`config.mk`:
```
export PLATFORM = sky130hd
export DESIGN_NAME = mips_multicycle_ctrl
export DESIGN_NICKNAME = d
export VERILOG_FILES = /design/src/rtl/mips_ctrl_pkg.sv /design/src/rtl/mips_multicycle_ctrl_alu_funct_decode.sv /design/src/rtl/mips_multicycle_ctrl.sv
export SDC_FILE = /design/constraint.sdc
export NUM_CORES = 1
export LEC_CHECK = 0
export ABC_AREA = 1
export CORE_MARGIN = 4
export CORE_UTILIZATION = 40
export DETAILED_ROUTE_END_ITERATION = 10
export PLACE_DENSITY = 0.74
export SETUP_SLACK_MARGIN = 0.1
export SYNTH_ARGS = -nofsm -noshare
export SYNTH_HDL_FRONTEND = slang
export SYNTH_HIERARCHICAL = 1
export SYNTH_SLANG_ARGS = --single-unit
```
`constraint.sdc`:
```
create_clock -name clk -period 2.1 [get_ports clk]
set_input_delay 0.21 -clock clk [delete_from_list [all_inputs] [get_ports clk]]
set_output_delay 0.21 -clock clk [all_outputs]
set_load 0.02 [all_outputs]
```
`src/rtl/mips_ctrl_pkg.sv`:
```
// Shared types and constants for the MIPS multi-cycle controller: FSM states,
// their 3-bit debug folding, opcode/funct encodings and ALU select codes.
package mips_ctrl_pkg;

    typedef enum logic [3:0] {
        S_FETCH, S_DECODE, S_EXEC_R, S_WB_R, S_EXEC_I, S_WB_I,
        S_EXEC_MEM, S_MEM, S_WB_MEM, S_EXEC_BR, S_TRAP
    } state_e;

    // Debug view: the four EXEC states share one code, as do the three WB states.
    localparam logic [2:0] DBG_FETCH  = 3'd0;
    localparam logic [2:0] DBG_DECODE = 3'd1;
    localparam logic [2:0] DBG_EXEC   = 3'd2;
    localparam logic [2:0] DBG_MEM    = 3'd3;
    localparam logic [2:0] DBG_WB     = 3'd4;
    localparam logic [2:0] DBG_TRAP   = 3'd7;

    localparam logic [5:0] OP_RTYPE = 6'b000000;
    localparam logic [5:0] OP_LW    = 6'b100011;
    localparam logic [5:0] OP_SW    = 6'b101011;
    localparam logic [5:0] OP_BEQ   = 6'b000100;
    localparam logic [5:0] OP_ADDI  = 6'b001000;

    localparam logic [5:0] FN_ADD  = 6'b100000;
    localparam logic [5:0] FN_ADDU = 6'b100001;
    localparam logic [5:0] FN_SUB  = 6'b100010;
    localparam logic [5:0] FN_SUBU = 6'b100011;
    localparam logic [5:0] FN_AND  = 6'b100100;
    localparam logic [5:0] FN_OR   = 6'b100101;
    localparam logic [5:0] FN_NOR  = 6'b100111;
    localparam logic [5:0] FN_SLTU = 6'b101011;
    localparam logic [5:0] FN_SLL  = 6'b000000;
    localparam logic [5:0] FN_SRL  = 6'b000010;

    localparam logic [2:0] ALU_AND = 3'b000;
    localparam logic [2:0] ALU_OR  = 3'b001;
    localparam logic [2:0] ALU_ADD = 3'b010;
    localparam logic [2:0] ALU_SLL = 3'b011;
    localparam logic [2:0] ALU_NOR = 3'b100;
    localparam logic [2:0] ALU_SRL = 3'b101;
    localparam logic [2:0] ALU_SUB = 3'b110;
    localparam logic [2:0] ALU_SLT = 3'b111;

    typedef struct packed {
        logic       mem_read;
        logic       mem_write;
        logic       mem_to_reg;
        logic       reg_write;
        logic       reg_dst;
        logic       pc_write_cond;
        logic       pc_src;
        logic [1:0] alu_src_b;
        logic [2:0] alu_sel;
    } ctrl_t;

    localparam ctrl_t CTRL_IDLE = '{
        mem_read: 1'b0, mem_write: 1'b0, mem_to_reg: 1'b0, reg_write: 1'b0,
        reg_dst: 1'b0, pc_write_cond: 1'b0, pc_src: 1'b0,
        alu_src_b: 2'b00, alu_sel: ALU_ADD
    };

    function automatic logic [2:0] fold_state(input state_e s);
        case (s)
            S_FETCH:                                  return DBG_FETCH;
            S_DECODE:                                 return DBG_DECODE;
            S_EXEC_R, S_EXEC_I, S_EXEC_MEM, S_EXEC_BR: return DBG_EXEC;
            S_MEM:                                    return DBG_MEM;
            S_WB_R, S_WB_I, S_WB_MEM:                 return DBG_WB;
            default:                                  return DBG_TRAP;
        endcase
    endfunction

endpackage

```
`src/rtl/mips_multicycle_ctrl_alu_funct_decode.sv`:
```
// R-type funct field to ALU select decoder; flags any funct the ALU cannot execute.
module alu_funct_decode
    import mips_ctrl_pkg::*;
(
    input  logic [5:0] funct,
    output logic [2:0] select_bits_ALU,
    output logic       illegal
);

    always_comb begin
        // NOTE: both outputs get a default before the case so no latch is inferred.
        select_bits_ALU = ALU_ADD;
        illegal         = 1'b0;
        case (funct)
            FN_ADD, FN_ADDU: select_bits_ALU = ALU_ADD;
            FN_SUB, FN_SUBU: select_bits_ALU = ALU_SUB;
            FN_AND:          select_bits_ALU = ALU_AND;
            FN_OR:           select_bits_ALU = ALU_OR;
            FN_NOR:          select_bits_ALU = ALU_NOR;
            FN_SLTU:         select_bits_ALU = ALU_SLT;
            FN_SLL:          select_bits_ALU = ALU_SLL;
            FN_SRL:          select_bits_ALU = ALU_SRL;
            default:         illegal = 1'b1;
        endcase
    end

endmodule

```
`src/rtl/mips_multicycle_ctrl.sv`:
```
// Multi-cycle MIPS control FSM with registered Moore outputs and a memory-wait timeout.
// Optional MIPS_CTRL_PERF_COUNT_EN adds a retired-instruction counter output.
module mips_multicycle_ctrl
    import mips_ctrl_pkg::*;
#(
    parameter int unsigned MEM_WAIT_MAX = 15,
    parameter bit          ILLEGAL_TRAP = 1'b1
) (
    input  logic        clk,
    input  logic        reset,
    input  logic [31:0] instr,
    input  logic        mem_ready,
    input  logic        alu_zero,
    output logic        ir_write,
    output logic        pc_write,
    output logic        pc_write_cond,
    output logic        pc_src,
    output logic        mem_read,
    output logic        mem_write,
    output logic        mem_to_reg,
    output logic        reg_write,
    output logic        reg_dst,
    output logic [1:0]  alu_src_b,
    output logic [2:0]  select_bits_ALU,
    output logic [2:0]  state,
    output logic        error
`ifdef MIPS_CTRL_PERF_COUNT_EN
    , output logic [31:0] retired_count
`endif
);

    localparam logic [3:0] WAIT_LAST = 4'(MEM_WAIT_MAX - 1);

    state_e     cur_state, next_state;
    ctrl_t      ctrl_q, next_ctrl;
    logic [3:0] wait_cnt, next_wait_cnt;
    logic       is_sw_q, next_is_sw, next_error;
    logic [2:0] funct_sel;
    logic       funct_illegal;
    logic       req;

    wire [5:0] opcode = instr[31:26];

    // alu_zero is consumed by the datapath through pc_write_cond.
    logic unused_bits;
    assign unused_bits = ^{alu_zero, instr[25:6]};

    alu_funct_decode u_funct_decode (
        .funct           (instr[5:0]),
        .select_bits_ALU (funct_sel),
        .illegal         (funct_illegal)
    );

    // A request is only outstanding once the registered read/write strobe is up, so the
    // first FETCH cycle after reset is a bubble that raises mem_read.
    assign req = ctrl_q.mem_read | ctrl_q.mem_write;

    always_comb begin
        next_state    = cur_state;
        next_wait_cnt = '0;
        next_is_sw    = is_sw_q;
        next_error    = error;
        case (cur_state)
            S_FETCH, S_MEM: begin
                if (req && mem_ready) begin
                    if (cur_state == S_FETCH) next_state = S_DECODE;
                    else                      next_state = is_sw_q ? S_FETCH : S_WB_MEM;
                end else if (req && wait_cnt == WAIT_LAST) begin
                    next_state = S_TRAP;
                    next_error = 1'b1;
                end else if (req) begin
                    next_wait_cnt = wait_cnt + 4'd1;
                end
            end
            S_DECODE: begin
                next_is_sw = (opcode == OP_SW);
                case (opcode)
                    OP_RTYPE:     next_state = funct_illegal ? S_TRAP : S_EXEC_R;
                    OP_LW, OP_SW: next_state = S_EXEC_MEM;
                    OP_BEQ:       next_state = S_EXEC_BR;
                    OP_ADDI:      next_state = S_EXEC_I;
                    default:      next_state = S_TRAP;
                endcase
                if (next_state == S_TRAP) begin
                    if (ILLEGAL_TRAP) next_error = 1'b1;
                    else              next_state = S_FETCH;
                end
            end
            S_EXEC_R:   next_state = S_WB_R;
            S_EXEC_I:   next_state = S_WB_I;
            S_EXEC_MEM: next_state = S_MEM;
            S_WB_R, S_WB_I, S_WB_MEM, S_EXEC_BR: next_state = S_FETCH;
            default:    next_state = S_TRAP;
        endcase

        // Outputs are decoded from the state being entered so they register in step with it.
        next_ctrl = CTRL_IDLE;
        case (next_state)
            S_FETCH: begin
                next_ctrl.mem_read  = 1'b1;
                next_ctrl.alu_src_b = 2'b01;
            end
            S_EXEC_R: next_ctrl.alu_sel = funct_sel;
            S_WB_R: begin
                next_ctrl.reg_write = 1'b1;
                next_ctrl.reg_dst   = 1'b1;
            end
            S_EXEC_I, S_EXEC_MEM: next_ctrl.alu_src_b = 2'b10;
            S_WB_I: next_ctrl.reg_write = 1'b1;
            S_MEM: begin
                next_ctrl.mem_read  = ~next_is_sw;
                next_ctrl.mem_write = next_is_sw;
            end
            S_WB_MEM: begin
                next_ctrl.reg_write  = 1'b1;
                next_ctrl.mem_to_reg = 1'b1;
            end
            S_EXEC_BR: begin
                next_ctrl.alu_sel       = ALU_SUB;
                next_ctrl.pc_write_cond = 1'b1;
                next_ctrl.pc_src        = 1'b1;
            end
            default: next_ctrl = CTRL_IDLE;
        endcase
    end

    always_ff @(posedge clk) begin
        // NOTE: state is updated with non-blocking assignments; reset wins over any transition.
        if (reset) begin
            cur_state <= S_FETCH;
            ctrl_q    <= CTRL_IDLE;
            wait_cnt  <= '0;
            is_sw_q   <= 1'b0;
            error     <= 1'b0;
        end else begin
            cur_state <= next_state;
            ctrl_q    <= next_ctrl;
            wait_cnt  <= next_wait_cnt;
            is_sw_q   <= next_is_sw;
            error     <= next_error;
        end
    end

    assign ir_write        = (cur_state == S_FETCH) && ctrl_q.mem_read && mem_ready;
    assign pc_write        = ir_write;
    assign pc_write_cond   = ctrl_q.pc_write_cond;
    assign pc_src          = ctrl_q.pc_src;
    assign mem_read        = ctrl_q.mem_read;
    assign mem_write       = ctrl_q.mem_write;
    assign mem_to_reg      = ctrl_q.mem_to_reg;
    assign reg_write       = ctrl_q.reg_write;
    assign reg_dst         = ctrl_q.reg_dst;
    assign alu_src_b       = ctrl_q.alu_src_b;
    assign select_bits_ALU = ctrl_q.alu_sel;
    assign state           = fold_state(cur_state);

`ifdef MIPS_CTRL_PERF_COUNT_EN
    logic retire;
    assign retire = (next_state == S_FETCH) &&
                    (cur_state inside {S_WB_R, S_WB_I, S_WB_MEM, S_EXEC_BR, S_MEM});

    always_ff @(posedge clk) begin
        if (reset)       retired_count <= '0;
        else if (retire) retired_count <= retired_count + 32'd1;
    end
`endif

endmodule

```
==> results of run 1 <==
through the flow:
step / total power [W] / std cells / area [sq um]
2_1_floorplan: 0.001375 / 200 / 1425
3_3_place_gp: 0.001661 / 277 / 1795
3_5_place_dp: 0.001674 / 277 / 1795
4_1_cts: 0.002008 / 281 / 1848
5_1_grt: 0.002135 / 281 / 1853
6_report: 0.001990 / 281 / 1853
worst paths after layout:
path                            endpoint                    from  depth (start not counted)
setup / recovery     mem_read$_SDFF_PP0_                instr[1]                         13
hold / removal    wait_cnt[0]$_SDFF_PP0_  wait_cnt[0]$_SDFF_PP0_                          1
setup reg to reg        state[2]$_DFF_P_  wait_cnt[0]$_SDFF_PP0_                         12
hold reg to reg   wait_cnt[0]$_SDFF_PP0_  wait_cnt[0]$_SDFF_PP0_                          1
critical path: stages:
cell,delay (ps)
clkdlybuf4s50_1,590
nand2_2,90
nor2_4,140
o21ai_2,80
nand3_2,110
nor2_2,40
nand4_1,80
nand2_1,70
nand2_1,80
nand2_2,100
nor2_2,170
nand2_1,130
o21ai_1,90
power breakdown:
group / leakage [nW] / switching (W) / total [W] / internal, W
clock: 0.0279 / 0.000137 / 0.000330 / 0.000193
combinational: 0.696 / 0.000658 / 0.00105 / 0.000393
sequential: 0.195 / 0.0000589 / 0.000610 / 0.000551
logic make-up after synthesis:
logic type	synth area share
AO/OA/AOI/OAI	0.04917
XOR/XNOR	0.01229
adder cells (fa/ha/maj)	0.01756
buffers and inverters	0.09306
flip-flops	0.3371
AND/OR/NAND/NOR	0.4908
per-layer routing:
metal,GRT usage,part of all wire,up-vias
met5,0,0,-
met4,0.05570,0.022,0
met3,0.01165,0.042,8
met2,0.2625,0.50,40
met1,0.1480,0.44,591
li1,-,-,704
cell usage in the layout, fill, tap and decap left out:
| cell | instances |
|---|---|
| clkdlybuf4s50_1 | 30 |
| and3_1 | 1 |
| nor2_8 | 1 |
| buf_4 | 1 |
| nor2_2 | 9 |
| clkinv_1 | 1 |
| nor2_1 | 25 |
| inv_2 | 7 |
| nand3_2 | 6 |
| nor2_4 | 5 |
| nand2_4 | 4 |
| dlymetal6s2s_1 | 2 |
| nor3_1 | 3 |
| clkinv_2 | 1 |
| ha_1 | 2 |
| xnor2_1 | 1 |
| xor2_1 | 1 |
| nand2_1 | 35 |
| nand2_2 | 11 |
| o21ai_1 | 3 |
| inv_1 | 22 |
| o21ai_0 | 4 |
| bufinv_16 | 1 |
| a21oi_1 | 4 |
| nand3_1 | 16 |
| nand3b_1 | 3 |
| a31oi_1 | 1 |
| o21ai_2 | 1 |
| clkbuf_4 | 3 |
| nand4_1 | 7 |
| dfxtp_1 | 24 |
cell type report:
class	count	area, sq um	area share
multi-input cells	143	812.0	0.4382
flip-flops and latches	24	480.5	0.2593
repair buffers	33	332.8	0.1796
inverters	31	117.6	0.06347
well taps	46	57.56	0.03106
clock inverters	1	30.03	0.01621
clock buffers	3	22.52	0.01215
==> results.toml, run 1 <==
[finish]
n_fill_cell = 319
utilization = 0.5467
final_nets = 274
diodes = 0
drive_gt1_frac = 0.2128
top_regs = "cur_state: 4 flops, wait_cnt: 4 flops"
syn2layout_area_growth_pct = 30.03

[routing]
first_pass_iters = 4
drc = 0
post_drt_wl_per_cell_um = 10.05
vias = 1343
drt_iter0_drc = 35
vias_per_cell = 4.779
drt-total-wl_um = 2823
ant_nets = 0

[setup_path]
crit_required_ps = 2350
crit_fanout = 7
crit_path_end_kind = "flip-flop"
worstPathArrival_ps = 1990
critical_path_class = "input port to flip-flop"
rrSetupSlack_ps = 450
cp-start-kind = "input port"

[synthesis]
synth.most_common_cell = "nand2_1"
synth-seq-area-share = 0.3371
synth_area_leader_cell = "dfxtp_1"
synth-seq-cells = 24
yosys-top-cells-area = "dfxtp_1 34%, nand2_1 9.2%, nor2_1 6.6%"
async_flop_share = 0
syn_nets = 238
synth_edf_count = 0
ys.warnings.count = 6
netlist_instances = 200
synth_top_area_share = 0.3371
synthFlopType = "dfxtp_1"
synth_area_sq_mm = 0.001425
synth.distinct_cells = 27
synth_common_cells = "35 x nand2_1, 25 x nor2_1, 24 x dfxtp_1, 22 x inv_1, 16 x nand3_1"
syn_avg_cell_area_sq_um = 7.126

[die]
top_level_ports = 54
coreArea_sq_mm = 0.003390
initial_utilization = 0.4205
rows = 21
die_width_um = 67.69
die_area_sq_mm = 0.004582
die_h_um = 67.69

[sta]
setup_viol = 0
relSlewSlack = 0.8120
slew_violations = 0
fmax_mhz = 576.1
finalCriticalPeriod_ps = 1736
tightest_slew_ps = 281.8
finalCritPeriodShare = 0.8266
tns_ps = 0
rsz0062_at_grt = "false"
skew_ps = 5.745
hold_violations = 0
setup_slack_ps = 364.2
hold_ws_ps = 473.7

[job]
cap_violations = 0

[cts]
cts_sinks = 24
clk_pin_slew_ps = 130
cts_tree = "done"
hold_buffers = 0
cts_buffers = 3
post_cts_resized = 0
root_buffer = "clkbuf_4"
htreeDepth = 1
cts_setup_buffers = 0
clk_path_buf_depth = 2
clock_latency_ps = 310

[placed_design]
port_buffers = 32
pre_cts_ws_ps = 54.38
dp.final_hpwl_um = 2355
gp_congestion = 0.8660

[grt]
grt_max_degree = 15
grt_pass1_wl_um = 4899
grt_overflow = 0
grt_usage = 0.1356
antenna_found_initial = 0
grt_pass1_vias = 1268

[pwr]
p_leak_nw = 0.9197
irDropWorstVdd_mv = 0.3421
p_per_area_mw_per_mm2 = 1074

[status]
outcome = "finished clean"

[min_path]
hp-class = "flip-flop to flip-flop"
(Power assumes the default switching activity.)
==> run 2, diff against run 1 <==
Clock period 2.1 ns to 1.8 ns, I/O delays scaled along.
==> run 2 against run 1 <==
Highest routed layer unchanged; total power increased by 22%; sequential share of layout area decreased by 1.5 points; final area rose by 6.3%; clock-buffer cell count is the same; register-to-register slack lost 230 ps; clock power is 19% higher; final cell count up 3.9%.
==> results.toml, run 2 (same netlist as run 1, synthesis figures left out) <==
[finish]
layout_common_cells = "33 x nand2_1, 25 x clkdlybuf4s50_1, 23 x nor2_1, 23 x dfxtp_1, 22 x inv_1"
syn2layout_area_growth_pct = 38.19
n_fill_cell = 312
drive_gt1_frac = 0.2764
final_common_cell = "nand2_1"
final_area_sq_mm = 0.001969
top_regs = "cur_state: 4 flops, wait_cnt: 4 flops"
final_nets = 285
utilization = 0.5810
diodes = 0

[die]
top_level_ports = 54
coreArea_sq_mm = 0.003390
die_width_um = 67.69
die_h_um = 67.69
initial_utilization = 0.4205
die_area_sq_mm = 0.004582
rows = 21

[sta]
fmax_mhz = 633.4
finalCriticalPeriod_ps = 1579
rsz0062_at_grt = "true"
finalCritPeriodShare = 0.8772
tns_ps = 0
setup_viol = 0
relSlewSlack = 0.7677
hold_violations = 0
setup_slack_ps = 221.1
slew_violations = 0
skew_ps = 4.894
tightest_slew_ps = 348.4

[min_path]
whs_path_depth = 6
hold_path.startpoint = "instr[2]"
hp-class = "input port to flip-flop"
holdPathEnd = "select_bits_ALU[2]$_SDFF_PP0_"

[pwr]
p_per_area_mw_per_mm2 = 1231
total_power_w = 0.002425
irDropWorstVdd_mv = 0.4712
p_leak_nw = 0.9912

[routing]
drt-total-wl_um = 3072
vias_per_cell = 4.808
vias = 1404
first_pass_iters = 4
post_drt_wl_per_cell_um = 10.52
drc = 0
drt_iter0_drc = 22
ant_nets = 0

[grt]
grt_max_degree = 15
grt_overflow = 0
grt_usage = 0.1393
antenna_found_initial = 0
grt_pass1_vias = 1231
grt_pass1_wl_um = 4968

[cts]
clk_pin_slew_ps = 130
hold_buffers = 0
clock_latency_ps = 320
htreeDepth = 1
clk_path_buf_depth = 2
cts_tree = "done"
root_buffer = "clkbuf_4"
cts_buffers = 3
cts_sinks = 24

[placed_design]
gp_congestion = 0.8215
port_buffers = 32
dp.final_hpwl_um = 2467
pre_cts_ws_ps = -155.3
placed_cell_area_sq_mm = 0.001878

[setup_path]
rrSetupSlack_ps = 220
cp-start-kind = "flip-flop"
worstPathArrival_ps = 1840
r2r_end = "mem_read$_SDFF_PP0_"
crit_required_ps = 2060
reg2reg_depth = 12
r2r-start = "wait_cnt[0]$_SDFF_PP0_"
critical_path_class = "flip-flop to flip-flop"
crit_path_end_kind = "flip-flop"
crit_fanout = 6

[status]
outcome = "finished clean"

[job]
cap_violations = 0
-- run 2: layer usage --
metal | vias up | track usage | share of wire
li1 | 724 | - | -
met1 | 637 | 0.1558 | 0.40
met2 | 38 | 0.2685 | 0.53
met3 | 5 | 0.009983 | 0.050
met4 | 0 | 0.05316 | 0.017
met5 | - | 0 | 0
-- run 2: cell type report --
cell class | count | area (sq um) | area share
multi-input combinational | 143 | 847.1 | 0.4301
tap | 46 | 57.56 | 0.02922
inverter | 31 | 117.6 | 0.05972
sequential | 24 | 481.7 | 0.2446
timing repair buffer | 44 | 412.9 | 0.2097
clock buffer | 3 | 22.52 | 0.01144
clock inverter | 1 | 30.03 | 0.01525
-- run 2: critical path: stages (launching register included) --
cell and delay [ps]:
dfxtp_2 360, inv_1 50, ha_1 130, nand2_1 50, inv_1 90, nand3_4 120, nand2_2 100, nor2_4 50
nor2_4 200, nand2_4 90, nor2_2 120, nand2_2 100, o21ai_1 70
-- run 2: how the worst max path moves through the flow --
stage / start / endpoint / slack [ps] / cells past startpoint
3_5_place_dp: instr[2] / mem_read$_SDFF_PP0_ / -160 / 14
4_1_cts: cur_state[0]$_SDFF_PP0_ / ir_write / 140 / 4
3_3_place_gp: instr[2] / mem_read$_SDFF_PP0_ / -140 / 14
2_1_floorplan: wait_cnt[0]$_SDFF_PP0_ / state[2]$_DFF_P_ / 340 / 12
5_1_grt: wait_cnt[0]$_SDFF_PP0_ / state[2]$_DFF_P_ / 80 / 12
6_report: wait_cnt[0]$_SDFF_PP0_ / mem_read$_SDFF_PP0_ / 220 / 12
-- run 2: per-stage QoR --
step / hold slack (ps) / std cells
floorplan: 252.4 / 200
global placement: 443.8 / 288
detailed placement: 450.6 / 288
CTS: 480.9 / 292
global route: 462.2 / 292
finish: 397.3 / 292
-- run 2: what timing repair did --
action,CTS,global route
gates cloned,0,0
pin swaps,0,3
setup endpoints to repair,2,14
setup buffers,0,0
resized for setup,2,19
-- run 2: report_power, final --
part           switching (W)  total (W)  internal (W)  leakage, nW
Combinational       0.000823    0.00132      0.000493        0.767
Sequential         0.0000731   0.000716      0.000643        0.196
Clock               0.000167   0.000392      0.000225       0.0279
